[config.mk]
export PLATFORM = sky130hd
export DESIGN_NAME = v3_peak_detect
export DESIGN_NICKNAME = d
export VERILOG_FILES = /design/src/rtl/v3_peak_param.sv /design/src/rtl/v3_peak_fifo.sv /design/src/rtl/v3_peak_detect.sv
export SDC_FILE = /design/constraint.sdc
export NUM_CORES = 1
export LEC_CHECK = 0
export CELL_PAD_IN_SITES_DETAIL_PLACEMENT = 0
export CELL_PAD_IN_SITES_GLOBAL_PLACEMENT = 1
export CORE_UTILIZATION = 40
export DETAILED_ROUTE_END_ITERATION = 10
export HOLD_SLACK_MARGIN = 0.03
export PLACE_DENSITY_LB_ADDON = 0.1
export SYNTH_ARGS = -nofsm -noshare
export SYNTH_HDL_FRONTEND = slang
export SYNTH_HIERARCHICAL = 1
export SYNTH_SLANG_ARGS = --single-unit
[constraint.sdc]
create_clock -name clk -period 3.05 [get_ports clk]
set_clock_uncertainty 0.1 [all_clocks]
set_input_delay 0.4575 -clock clk [delete_from_list [all_inputs] [get_ports clk]]
set_output_delay 0.4575 -clock clk [all_outputs]
set_load 0.05 [all_outputs]
[src/rtl/v3_peak_param.sv]
//-----------------------------------------------------------------------------
// v3_peak_param
//   Shared definitions for the v3 peak detector: parameter defaults, the
//   detector state encoding, the default event record and a width helper.
//-----------------------------------------------------------------------------
package v3_peak_param;

    localparam int SIZE_IN_DEF    = 17;
    localparam int TS_W_DEF       = 32;
    localparam int HYST_DEF       = 8;
    localparam int DEAD_TIME_DEF  = 16;
    localparam int FIFO_DEPTH_DEF = 4;
    localparam int MAX_WIDTH_DEF  = 64;

    typedef enum logic [1:0] {
        IDLE    = 2'd0,
        ARMED   = 2'd1,
        HOLDOFF = 2'd2
    } state_t;

    // Event record at the default widths; the top builds its own copy from
    // its actual parameters and hands it to the FIFO as a type parameter.
    typedef struct packed {
        logic signed [SIZE_IN_DEF-1:0] amp;
        logic        [TS_W_DEF-1:0]    ts;
    } peak_event_t;

    // Counter width able to hold 0..n-1, never narrower than one bit.
    function automatic int clog2_min1(input int n);
        return (n <= 2) ? 1 : $clog2(n);
    endfunction

endpackage

[src/rtl/v3_peak_fifo.sv]
//-----------------------------------------------------------------------------
// v3_peak_fifo
//   Small synchronous FIFO of event records with a first-word-fall-through
//   head. Push and pop in the same cycle are both honoured; a push while full
//   is accepted only when a pop frees a slot on the same edge.
//
// Ports:
//   clk        system clock
//   reset      asynchronous active-low reset (pointers only)
//   push       write request
//   push_data  record to write
//   pop        consumer ready; acts only when the FIFO holds data
//   head       oldest record, zero while empty
//   valid      FIFO holds at least one record
//   full       FIFO holds DEPTH records
//
// DEPTH must be a power of two, at least 2.
//-----------------------------------------------------------------------------
module v3_peak_fifo
    import v3_peak_param::*;
#(
    parameter type T     = peak_event_t,
    parameter int  DEPTH = FIFO_DEPTH_DEF
) (
    input  logic clk,
    input  logic reset,
    input  logic push,
    input  T     push_data,
    input  logic pop,
    output T     head,
    output logic valid,
    output logic full
);

    localparam int AW = clog2_min1(DEPTH);

    // One extra pointer bit separates full from empty when the indices match.
    logic [AW:0] wr_ptr;
    logic [AW:0] rd_ptr;
    T            mem [DEPTH];

    logic empty;
    logic do_push;
    logic do_pop;

    assign empty   = (wr_ptr == rd_ptr);
    assign full    = (wr_ptr[AW] != rd_ptr[AW]) &&
                     (wr_ptr[AW-1:0] == rd_ptr[AW-1:0]);
    assign do_pop  = pop && !empty;
    assign do_push = push && (!full || do_pop);
    assign valid   = !empty;

    // NOTE: sequential state is assigned with <= so every register samples
    // the pre-edge values; blocking = here would create order-dependent races.
    always_ff @(posedge clk or negedge reset) begin
        if (!reset) begin
            wr_ptr <= '0;
            rd_ptr <= '0;
        end else begin
            if (do_push) wr_ptr <= wr_ptr + 1'b1;
            if (do_pop)  rd_ptr <= rd_ptr + 1'b1;
        end
    end

    // NOTE: the storage array has no reset; only the pointers do. A slot is
    // never visible before it is written, and the head is forced to zero
    // while empty, so reset values appear on the outputs without resetting RAM.
    always_ff @(posedge clk) begin
        if (do_push) mem[wr_ptr[AW-1:0]] <= push_data;
    end

    assign head = empty ? '0 : mem[rd_ptr[AW-1:0]];

endmodule

[src/rtl/v3_peak_detect.sv]
//-----------------------------------------------------------------------------
// v3_peak_detect
//   Pulse detector behind the v3 shaping filter. A pulse starts when the
//   sample rises above threshold and ends when it falls below
//   threshold - HYST. The largest sample of the pulse (first occurrence on
//   ties) and its timestamp are queued in an event FIFO, after which input is
//   ignored for DEAD_TIME cycles.
//
// Ports:
//   clk         system clock
//   reset       asynchronous active-low reset
//   input_data  filtered sample, one per clock (signed)
//   threshold   trigger level (signed), sampled every clock
//   peak_amp    FIFO head: maximum amplitude
//   peak_time   FIFO head: timestamp of the maximum
//   peak_valid  FIFO head valid
//   peak_ready  consumer accepts head when peak_valid & peak_ready
//   overflow    sticky: an event was dropped because the FIFO was full
//   pileup_cnt  count of events rejected as too wide (0 when feature off)
//
// Build option:
//   V3_PEAK_PILEUP_REJECT_EN  when defined, pulses wider than MAX_WIDTH
//                             samples are not queued and are counted in
//                             pileup_cnt (saturating).
//-----------------------------------------------------------------------------
module v3_peak_detect
    import v3_peak_param::*;
#(
    parameter int SIZE_IN    = SIZE_IN_DEF,
    parameter int TS_W       = TS_W_DEF,
    parameter int HYST       = HYST_DEF,
    parameter int DEAD_TIME  = DEAD_TIME_DEF,
    parameter int FIFO_DEPTH = FIFO_DEPTH_DEF,
    parameter int MAX_WIDTH  = MAX_WIDTH_DEF
) (
    input  logic                      clk,
    input  logic                      reset,
    input  logic signed [SIZE_IN-1:0] input_data,
    input  logic signed [SIZE_IN-1:0] threshold,
    output logic signed [SIZE_IN-1:0] peak_amp,
    output logic        [TS_W-1:0]    peak_time,
    output logic                      peak_valid,
    input  logic                      peak_ready,
    output logic                      overflow,
    output logic        [15:0]        pileup_cnt
);

    // Elaboration-time parameter sanity.
    if (DEAD_TIME < 1) begin : g_bad_dead_time
        $error("v3_peak_detect: DEAD_TIME must be >= 1");
    end
    if (MAX_WIDTH < 1) begin : g_bad_max_width
        $error("v3_peak_detect: MAX_WIDTH must be >= 1");
    end
    if ((FIFO_DEPTH < 2) || ((FIFO_DEPTH & (FIFO_DEPTH - 1)) != 0)) begin : g_bad_depth
        $error("v3_peak_detect: FIFO_DEPTH must be a power of two >= 2");
    end

    localparam int HO_W = clog2_min1(DEAD_TIME);

    typedef struct packed {
        logic signed [SIZE_IN-1:0] amp;
        logic        [TS_W-1:0]    ts;
    } event_t;

    state_t                    state;
    logic        [TS_W-1:0]    ts_cnt;
    logic signed [SIZE_IN-1:0] max_amp;
    logic        [TS_W-1:0]    max_ts;
    logic        [HO_W-1:0]    holdoff;

    // Re-arm level is formed one bit wider so a threshold near the negative
    // limit does not wrap to a large positive value.
    logic signed [SIZE_IN:0] in_ext;
    logic signed [SIZE_IN:0] thr_ext;
    logic signed [SIZE_IN:0] rearm_level;

    assign in_ext      = {input_data[SIZE_IN-1], input_data};
    assign thr_ext     = {threshold[SIZE_IN-1], threshold};
    assign rearm_level = thr_ext - $signed((SIZE_IN+1)'(HYST));

    logic above_thr;
    logic above_max;
    logic below_rearm;
    logic pulse_end;
    logic push;
    logic pop;
    logic fifo_full;
    event_t push_event;
    event_t head;

    assign above_thr   = input_data > threshold;
    assign above_max   = input_data > max_amp;
    assign below_rearm = in_ext < rearm_level;

    // The pulse ends on the same edge that writes the FIFO, so the push is
    // decoded from the current state and sample rather than registered.
    assign pulse_end  = (state == ARMED) && below_rearm;
    assign pop        = peak_valid && peak_ready;
    assign push_event = '{amp: max_amp, ts: max_ts};

`ifdef V3_PEAK_PILEUP_REJECT_EN
    localparam int WC_W = clog2_min1(MAX_WIDTH + 2);

    // Samples seen in the current pulse, saturating one past the limit.
    logic [WC_W-1:0] width_cnt;
    logic            too_wide;

    assign too_wide = width_cnt > WC_W'(MAX_WIDTH);
    assign push     = pulse_end && !too_wide;

    always_ff @(posedge clk or negedge reset) begin
        if (!reset) begin
            width_cnt  <= '0;
            pileup_cnt <= '0;
        end else begin
            if ((state == IDLE) && above_thr) begin
                width_cnt <= WC_W'(1);
            end else if ((state == ARMED) && !below_rearm && !too_wide) begin
                width_cnt <= width_cnt + 1'b1;
            end
            if (pulse_end && too_wide && (pileup_cnt != 16'hFFFF)) begin
                pileup_cnt <= pileup_cnt + 16'd1;
            end
        end
    end
`else
    assign push       = pulse_end;
    assign pileup_cnt = '0;
`endif

    always_ff @(posedge clk or negedge reset) begin
        if (!reset) begin
            state    <= IDLE;
            ts_cnt   <= '0;
            max_amp  <= '0;
            max_ts   <= '0;
            holdoff  <= '0;
            overflow <= 1'b0;
        end else begin
            ts_cnt <= ts_cnt + 1'b1;

            // A pop on the same edge frees a slot, so only a push into a
            // full FIFO with no pop loses an event.
            if (push && fifo_full && !pop) overflow <= 1'b1;

            case (state)
                IDLE: begin
                    if (above_thr) begin
                        state   <= ARMED;
                        max_amp <= input_data;
                        max_ts  <= ts_cnt;
                    end
                end
                ARMED: begin
                    if (below_rearm) begin
                        state   <= HOLDOFF;
                        holdoff <= HO_W'(DEAD_TIME - 1);
                    end else if (above_max) begin
                        max_amp <= input_data;
                        max_ts  <= ts_cnt;
                    end
                end
                HOLDOFF: begin
                    if (holdoff == '0) state <= IDLE;
                    else               holdoff <= holdoff - 1'b1;
                end
                default: state <= IDLE;
            endcase
        end
    end

    v3_peak_fifo #(
        .T     (event_t),
        .DEPTH (FIFO_DEPTH)
    ) u_fifo (
        .clk       (clk),
        .reset     (reset),
        .push      (push),
        .push_data (push_event),
        .pop       (peak_ready),
        .head      (head),
        .valid     (peak_valid),
        .full      (fifo_full)
    );

    assign peak_amp  = head.amp;
    assign peak_time = head.ts;

endmodule

==> flow_summary.ini <==
[outcome]
status = finished with violations
violations = negative setup slack

[clock_network]
cts_sinks = 290
cts_inserted_buffers = 30
htreeDepth = 1
insertion_delay_ns = 0.54
clk_pin_slew_ns = 0.06
cts_tree = built
cts_root_buf = clkbuf_16
clockBufferDepth = 3

[global_routing]
grt_pass1_vias = 8092
antenna_found_initial = 0
grt_pass1_wl_mm = 45.7
gr-total-overflow = 0
grt_max_degree = 52
track_usage = 0.180

[worst_setup_path]
r2r_start = max_amp[6]
crit_slowest_cell = mux2_4
reg2reg_depth = 12
crit_path_end = u_fifo/mem[2][22]
crit_path_max_fanout = 6
endpoint_kind = register
crit_chain = dlygate4sd2_1 > buf_4 > inv_2 > ha_4 > nand3_2 > buf_4 > nor3_2 > xnor2_1 > ha_1 > nand4_1 > a2111oi_4 > a211oi_2 > mux2_4 > nand2b_4 > inv_4 > buf_6 > buf_6 > buf_6 > and3_4 > buf_4 > buf_12
r2r_end = max_amp[0]
critPathKind = in -> reg
cp-startpoint = threshold[3]
slowest_delay_ns = 0.34
r2r_slack_ns = 0.12
start_kind = input pin
crit_required_ns = 3.25
worstPathArrival_ns = 3.85

[timing]
period_share = 1.20
setup_slack_ns = -0.598
hold_violations = 0
worst_slew_pin_slew_ns = 0.623
period_minus_slack_ns = 3.65
fmax_mhz = 274
maxSlewHeadroom = 0.582
finalSetupTns_ns = -127.45
finalMaxSlewViolations = 0
setup_violations = 248
rsz0062_at_grt = true

[layout]
syn_to_final_growth_pct = 32.9
layout.cells.non_filler = 1474
stdcell_area_sq_um = 17100
final_layout_size_suffix_gt1_frac = 0.354
fin_util = 0.541
diodes = 0
nNetsFinal = 1142

[power]
p_int_mw = 10.4
powerDensity_nw_per_um2 = 1000
leakagePower_nw = 6.81
p_comb_frac = 0.488
power_switching_mw = 6.70
seq_power_share = 0.310
p_sw_frac = 0.391
clkPwrFrac = 0.201
ir_drop_uv = 557

[yosys]
synth_top_area_frac = 0.457
syn_inst = 808
async_flop_share = 0.324
yosysTopAreaCell = edfxtp_1
synth_edf_count = 196
netlist_top_cells_count = edfxtp_1, dfrtp_1, ha_1
ys_warn_count = 6
synth.distinct_cells = 56
synth_top_flop_cell = edfxtp_1
syn_area_sq_um = 12900
ys_ff_latch = 290
yosysMostFrequentCell = edfxtp_1
yosysSeqAreaShare = 0.639
synthTopCellsByArea = edfxtp_1, dfrtp_1, mux4_2
syn_area_per_cell_sq_um = 15.9

[floorplan]
pin_count = 104
start_util = 0.407
core_area_sq_um = 31600
die_area_sq_um = 32900
die_h_microns = 181
row_count = 65
die_x_microns = 181

[place]
hpwl_mm = 17.6
dpl.cell_count = 1358
place_ws_ns = -1.53
io_buffers = 87
placed_cell_area_sq_um = 15000
gp_congestion = 0.832

[route]
drtIter0Drc = 377
first_pass_iters = 6
vias = 7519
drc = 0
vias_per_cell = 5.10
wire_per_inst_microns = 20.3
ant_nets = 0
drt-total-wl_mm = 29.9

[flow_run]
maxCapViolations = 0

[hold_path]
min_path_type = in -> async
## what timing repair did
action	CTS	global route
hold endpoints to repair	24	0
hold buffers	1	0
setup endpoints to repair	256	293
pin swaps	17	13
buffers inserted	25	19
gates resized for setup	77	26
cloned	18	10
## through the flow
step	hold WS (ns)	total power [mW]
after floorplan	0.0619	10.6
after global placement	0.321	12.8
after detailed placement	0.322	12.9
after CTS	0.291	16.9
after global routing	0.318	17.9
final	0.306	17.1
## layer usage
layer / GRT usage / share of wire / vias to the layer above
li1: - / - / 3507
met1: 0.243 / 0.44 / 3841
met4: 0.0437 / 0.018 / 0
met2: 0.315 / 0.51 / 127
met3: 0.0166 / 0.026 / 44
met5: 0 / 0 / -
## sequential cells by signal, indices dropped and copies added (netlist names)
name,flops
overflow,1
max_amp,17
ts_cnt,32
u_fifo/wr_ptr,3
max_ts,32
holdoff,4
state,2
u_fifo/mem,196
u_fifo/rd_ptr,3
## worst min-delay path by stage
stage	start	end	slack, ns
after CTS	reset	u_fifo/wr_ptr[0]	0.29
after global routing	reset	u_fifo/wr_ptr[0]	0.32
after detailed placement	reset	max_amp[4]	0.32
after floorplan	reset	holdoff[0]	0.06
after global placement	reset	max_amp[4]	0.32
final	reset	max_amp[4]	0.31
## area by class of cell
class,count,area (sq um)
Fill cell,2535,14500
Sequential cell,290,8240
Multi-Input combinational cell,449,4650
Timing Repair Buffer,231,2600
Clock buffer,40,840
Tap cell,402,503
Inverter,46,179
Clock inverter,16,105
## power by group through the flow
stage               sequential, mW  combinational, mW  clock (mW)
finish                        5.32               8.37        3.45
floorplan                     5.26               5.36           0
detailed placement            5.42               7.53           0
global placement              5.37               7.44           0
CTS                           5.35               8.00        3.53
global route                  5.38               8.85        3.69
## logic make-up after synthesis
kind of cell    synth area share
simple gates              0.0743
compound gates            0.0281
buf+inv                   0.0322
fa+ha+maj                 0.0554
xor+xnor                  0.0360
other cells             0.000291
flops                      0.639
mux                        0.134
## worst max-delay path: cells and delay by family
family / cells / cell delay (ns)
compound gates: 2 / 0.41
xor+xnor: 1 / 0.09
fa+ha+maj: 2 / 0.45
buf+inv: 10 / 1.31
mux: 1 / 0.34
simple gates: 5 / 0.78
## cells in the final DEF, fill, tap and decap left out, types with 3 or more instances in the layout
cell	Yosys	routed
a211oi_1	6	6
clkbuf_1	9	6
dfrtp_1	94	92
mux2_4	11	51
edfxtp_1	196	196
a21oi_1	14	14
nor4_4	0	4
a21o_1	4	4
ha_1	57	56
nand3_1	21	20
clkinv_2	0	7
xnor2_1	41	40
nor2b_1	51	51
clkbuf_16	0	39
nand2_1	30	28
conb_1	1	16
buf_4	19	135
buf_16	0	17
inv_1	46	42
clkdlybuf4s50_1	0	26
dlygate4sd2_1	0	6
clkbuf_8	0	3
clkinv_1	0	6
buf_12	0	18
nand4_1	13	13
and3_4	0	3
buf_8	1	4
nor2_1	21	19
o21ai_0	5	4
mux4_2	49	49
xor2_1	7	7
and3_1	11	8
nor3_1	8	7
buf_6	1	14
Note: power is estimated with default switching activity, not from simulation.
